--- src/rtl/leglite_ctl_pkg.sv ---
// Shared types and constants for the LEGLite pipeline control slice.
// Used by pc_hazard_controller and hazard_detect.
package leglite_ctl_pkg;

  localparam int LEG_REG_W    = 5;
  localparam int LEG_ZERO_REG = 31;
  localparam int LEG_CNT_W    = 16;

  typedef enum logic [1:0] {
    ST_RUN        = 2'd0,
    ST_LOAD_STALL = 2'd1,
    ST_REDIRECT   = 2'd2,
    ST_IMEM_WAIT  = 2'd3
  } ctl_state_t;

  // One cycle's worth of pipeline control strobes.
  typedef struct packed {
    logic pc_write;
    logic pc_sel;
    logic ifid_write;
    logic ifid_flush;
    logic idex_flush;
    logic exmem_flush;
  } ctl_out_t;

  localparam ctl_out_t CTL_IDLE    = '0;
  localparam ctl_out_t CTL_ADVANCE = '{pc_write: 1'b1, pc_sel: 1'b0, ifid_write: 1'b1,
                                       ifid_flush: 1'b0, idex_flush: 1'b0, exmem_flush: 1'b0};
  localparam ctl_out_t CTL_TAKE    = '{pc_write: 1'b1, pc_sel: 1'b1, ifid_write: 1'b1,
                                       ifid_flush: 1'b1, idex_flush: 1'b1, exmem_flush: 1'b1};
  localparam ctl_out_t CTL_BUBBLE  = '{pc_write: 1'b0, pc_sel: 1'b0, ifid_write: 1'b0,
                                       ifid_flush: 1'b0, idex_flush: 1'b1, exmem_flush: 1'b0};
  localparam ctl_out_t CTL_REFETCH = '{pc_write: 1'b0, pc_sel: 1'b0, ifid_write: 1'b0,
                                       ifid_flush: 1'b1, idex_flush: 1'b0, exmem_flush: 1'b0};

endpackage

--- src/rtl/hazard_detect.sv ---
// Load-use comparator: flags when the load in EX writes a register the ID
// instruction reads. The zero register never creates a dependency.
module hazard_detect #(
  parameter int REG_W    = 5,
  parameter int ZERO_REG = 31
) (
  input  logic [REG_W-1:0] id_rn_i,
  input  logic [REG_W-1:0] id_rm_i,
  input  logic             id_uses_rm_i,
  input  logic             idex_memread_i,
  input  logic [REG_W-1:0] idex_rd_i,
  output logic             luse_o
);

  logic rd_live;
  logic hit_rn;
  logic hit_rm;

  assign rd_live = idex_memread_i && (idex_rd_i != REG_W'(ZERO_REG));
  assign hit_rn  = (idex_rd_i == id_rn_i);
  assign hit_rm  = id_uses_rm_i && (idex_rd_i == id_rm_i);
  assign luse_o  = rd_live && (hit_rn || hit_rm);

endmodule

--- src/rtl/pc_hazard_controller.sv ---
// LEGLite fetch sequencer: PC/IF-ID advance, hold, redirect and flush control.
// Optional HAZ_PERF_CNT_EN adds saturating stall/flush counters.
module pc_hazard_controller
  import leglite_ctl_pkg::*;
#(
  parameter int REG_W    = LEG_REG_W,
  parameter int ZERO_REG = LEG_ZERO_REG,
  parameter int CNT_W    = LEG_CNT_W
) (
  input  logic             clock,
  input  logic             reset,
  input  logic [REG_W-1:0] id_rn,
  input  logic [REG_W-1:0] id_rm,
  input  logic             id_uses_rm,
  input  logic             idex_memread,
  input  logic [REG_W-1:0] idex_rd,
  input  logic             exmem_branch,
  input  logic             exmem_uncondbranch,
  input  logic             exmem_zero,
  input  logic             imem_ready,
  output logic             pc_write,
  output logic             pc_sel,
  output logic             ifid_write,
  output logic             ifid_flush,
  output logic             idex_flush,
  output logic             exmem_flush,
`ifdef HAZ_PERF_CNT_EN
  output logic [CNT_W-1:0] stall_count,
  output logic [CNT_W-1:0] flush_count,
`endif
  output logic [1:0]       ctl_state
);

  ctl_state_t state_q, state_d;
  ctl_out_t   ctl;
  logic       take;
  logic       luse;

  hazard_detect #(
    .REG_W    (REG_W),
    .ZERO_REG (ZERO_REG)
  ) u_hazard_detect (
    .id_rn_i        (id_rn),
    .id_rm_i        (id_rm),
    .id_uses_rm_i   (id_uses_rm),
    .idex_memread_i (idex_memread),
    .idex_rd_i      (idex_rd),
    .luse_o         (luse)
  );

  assign take = exmem_uncondbranch || (exmem_branch && exmem_zero);

  // take > luse > !imem_ready in every state; REDIRECT ignores luse since ID is a bubble.
  always_comb begin
    state_d = state_q;
    ctl     = CTL_IDLE;
    if (take) begin
      ctl     = CTL_TAKE;
      state_d = ST_REDIRECT;
    end else if (state_q == ST_REDIRECT) begin
      if (!imem_ready) begin
        ctl     = CTL_REFETCH;
        state_d = ST_REDIRECT;
      end else begin
        ctl     = CTL_ADVANCE;
        state_d = ST_RUN;
      end
    end else if (luse) begin
      ctl     = CTL_BUBBLE;
      state_d = ST_LOAD_STALL;
    end else if (!imem_ready) begin
      ctl     = CTL_BUBBLE;
      state_d = ST_IMEM_WAIT;
    end else begin
      ctl     = CTL_ADVANCE;
      state_d = ST_RUN;
    end
    if (!reset) ctl = CTL_IDLE;
  end

  always_ff @(posedge clock or negedge reset) begin
    if (!reset) state_q <= ST_RUN;
    else        state_q <= state_d;
  end

  assign pc_write    = ctl.pc_write;
  assign pc_sel      = ctl.pc_sel;
  assign ifid_write  = ctl.ifid_write;
  assign ifid_flush  = ctl.ifid_flush;
  assign idex_flush  = ctl.idex_flush;
  assign exmem_flush = ctl.exmem_flush;
  assign ctl_state   = state_q;

`ifdef HAZ_PERF_CNT_EN
  logic [CNT_W-1:0] stall_q, stall_d;
  logic [CNT_W-1:0] flush_q, flush_d;

  always_comb begin
    stall_d = stall_q;
    flush_d = flush_q;
    if (!ctl.pc_write && !(&stall_q)) stall_d = stall_q + 1'b1;
    if (take && !(&flush_q))          flush_d = flush_q + 1'b1;
  end

  always_ff @(posedge clock or negedge reset) begin
    if (!reset) begin
      stall_q <= '0;
      flush_q <= '0;
    end else begin
      stall_q <= stall_d;
      flush_q <= flush_d;
    end
  end

  assign stall_count = stall_q;
  assign flush_count = flush_q;
`endif

endmodule

--- config.mk ---
export PLATFORM = sky130hd
export DESIGN_NAME = pc_hazard_controller
export DESIGN_NICKNAME = d
export VERILOG_FILES = /design/src/rtl/leglite_ctl_pkg.sv /design/src/rtl/hazard_detect.sv /design/src/rtl/pc_hazard_controller.sv
export SDC_FILE = /design/constraint.sdc
export NUM_CORES = 1
export LEC_CHECK = 0
export CAP_MARGIN = 15
export CORE_AREA = 2 2 39 41
export DETAILED_ROUTE_END_ITERATION = 8
export DIE_AREA = 0 0 41 43
export SYNTH_ARGS = -nofsm -noshare
export SYNTH_HDL_FRONTEND = slang
export SYNTH_SLANG_ARGS = --single-unit
--- constraint.sdc ---
create_clock -name clock -period 1.4 [get_ports clock]
set_input_delay 0.14 -clock clock [delete_from_list [all_inputs] [get_ports clock]]
set_output_delay 0.14 -clock clock [all_outputs]
set_load 0.01 [all_outputs]
==> results.md <==
- Via Count: 429
- TritonCTS buffer count: 3
- Routed wl met3: 125 um
- CP max stage cell: clkdlybuf4s50_1
- Fraction of layout instances using a drive strength above 1: 37.80%
- I/O Buffers: 30
- Fmax: 0.6541 GHz
- Hold crit path type: input pin to async pin
- Metal-1 WL: 367 um
- Final worst path period need: 1.529 ns
- Design area: around 770 um2
- Num Clock Sinks: 2
- Max FFs per register: 2
- Final GP Congestion: 0.7081
- Non-Filler Instances: 98
- Cell count after synthesis: 35
- CP cell instances: clkdlybuf4s50_1 -> xnor2_1 -> nand2_1 -> o22ai_2 -> buf_4 -> a221oi_4 -> buf_2
- DRT iter0 DRCs: 1
- TritonCTS clock tree: yes
- CP Max Fanout: 2
- Initial antenna violation count: 0
- Max_cap viols: 0
- Clock Latency Late Sink: ~0.22 ns
- Synth Register Bits: 2
- Critical Path RT: 1.26 ns
- Maximum root-to-sink buffer count: 2
- Power density over the cells: 514.4 mW/mm2
- Met2 Routed Length: 529 um
- CTS H-Tree Depth: 1
- Crit path launch: id_rm[0]
- Vias in the first global route: 439
- DP Area: 706.9 um2
- CP max stage delay: 0.42 ns
- Critical Path Sink: ifid_write
- Die footprint: 0.001763 mm2
- Max IR drop VDD: 0.2625 mV
- WL/cell: 10.50 um
- Nets: 107
- Ys Warns: 0
- Detailed Routing Iterations Pass 1: 2
- Failing checks: setup timing
- First-pass GRT wire length: 1731 um
- RR Startpoint: ctl_state[0]
- Max-slew violations: 0
- Arrival @ worst endpoint: 1.39 ns
- Die height: 43 um
- Top sig layer: met4
- Area growth syn-to-layout: 162.8%
- DRC violations left: 0
- Total grt overflow: 0
- Initial Utilization: a little over a fifth
- Top Ports: 31
- Core Region: roughly 0.0014 mm2
- Post-DP HPWL: ~850 um
- Max-Slew Margin vs Limit: ~87%
- Post-DR vias/cell: 4.378
- Cell Count Post-Placement: 91
- Root buf cell: clkbuf_4
- R2R Path End: ctl_state[0]
- Cell variety after synth: 18
- Worst-Margin Slew: approximately 0.2 ns
- Die width: 41 um
- ANT nets after route: 0
- GRT Overall Usage: 14.73%
- Cells on worst reg2reg path: 5
- Antenna fix cells: 0
- Reg2Reg Setup Slack: 0.17 ns
- Leak: about 0.38 nW
- PnR worst setup slack: -0.1288 ns
- Critical path endpoint category: output port
- Synth Area per Inst: approximately 8.4 um2
- Clk_skew: 0.003575 ns
- Final setup violating endpoints: 3
- Post-synth net total: 58
- Number of hold violations in the final report: 0
- Place WS: -0.7152 ns
- RSZ-0062 raised after global routing: true
- Largest net degree at the start of global routing: 5
- Tcrit/Tclk final: 109.2%
- WS Path Type: input pin to output port
- Seq/Total Area, Yosys: 17.09%
- Clock-pin slew on the worst setup and hold paths: 0.03 ns
- Row cnt: 14
- Mapped Area: 292.8 um2
- Routed WL: 1029 um
- Nature of the critical path startpoint: input pin
- Status: finished with violations
[logic make-up after synthesis]
logic type | Yosys count | share of synthesized area (%)
AO/OA/AOI/OAI | 9 | 28.21
flip-flops | 2 | 17.09
buffers and inverters | 4 | 7.692
AND/OR/NAND/NOR | 10 | 17.10
XOR/XNOR | 10 | 29.91
[area by class of cell]
cell class	instances	area [um2]
clock buffers	3	22.52
fillers	142	614.3
inverters	2	7.507
multi-input cells	29	277.8
flip-flops and latches	2	50.05
well taps	16	20.02
repair buffers	46	391.6
[through the flow]
stage	util [%]	power (W)	hold WS, ns	TNS, ns
floorplan	-	0.0001402	-0.1556	-0.009678
global placement	51.09	0.0002705	0.4884	-3.256
detailed placement	51.09	0.0002711	0.4737	-3.308
CTS	53.89	0.0004006	0.2477	-0.3980
global route	55.61	0.0004326	0.4369	-0.6412
finish	55.61	0.0003958	0.4043	-0.3625
[synthesized netlist by cell type, drive strengths merged]
cell type  instances  share of area, %
and2               1               3.0
nand4              1               2.1
buf                2               5.1
a31o               2               6.0
nand3              2               3.4
inv                2               2.6
a32o               1               3.4
a221oi             1               5.1
o211a              1               3.4
o21a               1               2.6
a22oi              1               2.6
xnor2             10                30
nor2               2               2.6
dfrtp              2                17
nand2b             1               2.1
a21oi              1               3.0
o22ai              1               2.1
nand2              3               3.8
[per-layer routing]
layer	track usage (%)	up-vias
li1	-	219
met1	15.34	185
met3	5.236	2
met2	24.06	23
met5	0	-
met4	8.000	0
[power by group]
group | internal, W | total (W) | switching (W)
logic | 0.000127 | 0.000206 | 0.0000787
clock network | 0.0000946 | 0.000127 | 0.0000328
registers | 0.0000606 | 0.0000625 | 0.00000190
total | 0.000282 | 0.000396 | 0.000113
[layout by cell type, fill, tap and decap left out, drive strengths merged]
cell type / instances
buf: 19
dlygate4sd2: 17
xnor2: 10
clkdlybuf4s50: 6
clkbuf: 4
nand2: 3
inv: 2
nand3: 2
a31o: 2
dfrtp: 2
dlymetal6s2s: 2
nor2: 2
nand2b: 1
a21oi: 1
o21a: 1
nand4: 1
o22ai: 1
o211a: 1
and2: 1
a32o: 1
a221oi: 1
a22oi: 1
dlygate4sd3: 1
[worst min-delay path by stage]
stage	startpoint	end	slack, ns	cells after the start
after CTS	reset	ctl_state[1]	0.25	2
after global placement	reset	ctl_state[0]	0.49	2
after floorplan	reset	ctl_state[0]	-0.16	0
after detailed placement	reset	ctl_state[1]	0.47	2
after global routing	reset	ctl_state[0]	0.44	3
final	reset	ctl_state[1]	0.40	3
[worst max-delay path: cells and delay by family]
kind	cells	cell delay, ns
AOI/OAI and AO/OA	2	0.31
xor gates and xnor gates	1	0.12
buffers and inverters	3	0.74
and+or+nand+nor	1	0.08
[timing repair]
action / in CTS / in global routing
buffers inserted: 3 / 0
pin swaps: 9 / 1
endpoints found under the setup margin: 6 / 6
gates resized for setup: 40 / 6
cloned: 0 / 0
hold endpoints to repair: 0 / 2
hold buffers: 0 / 1
No activity file was read; power rests on OpenSTA's default activity.
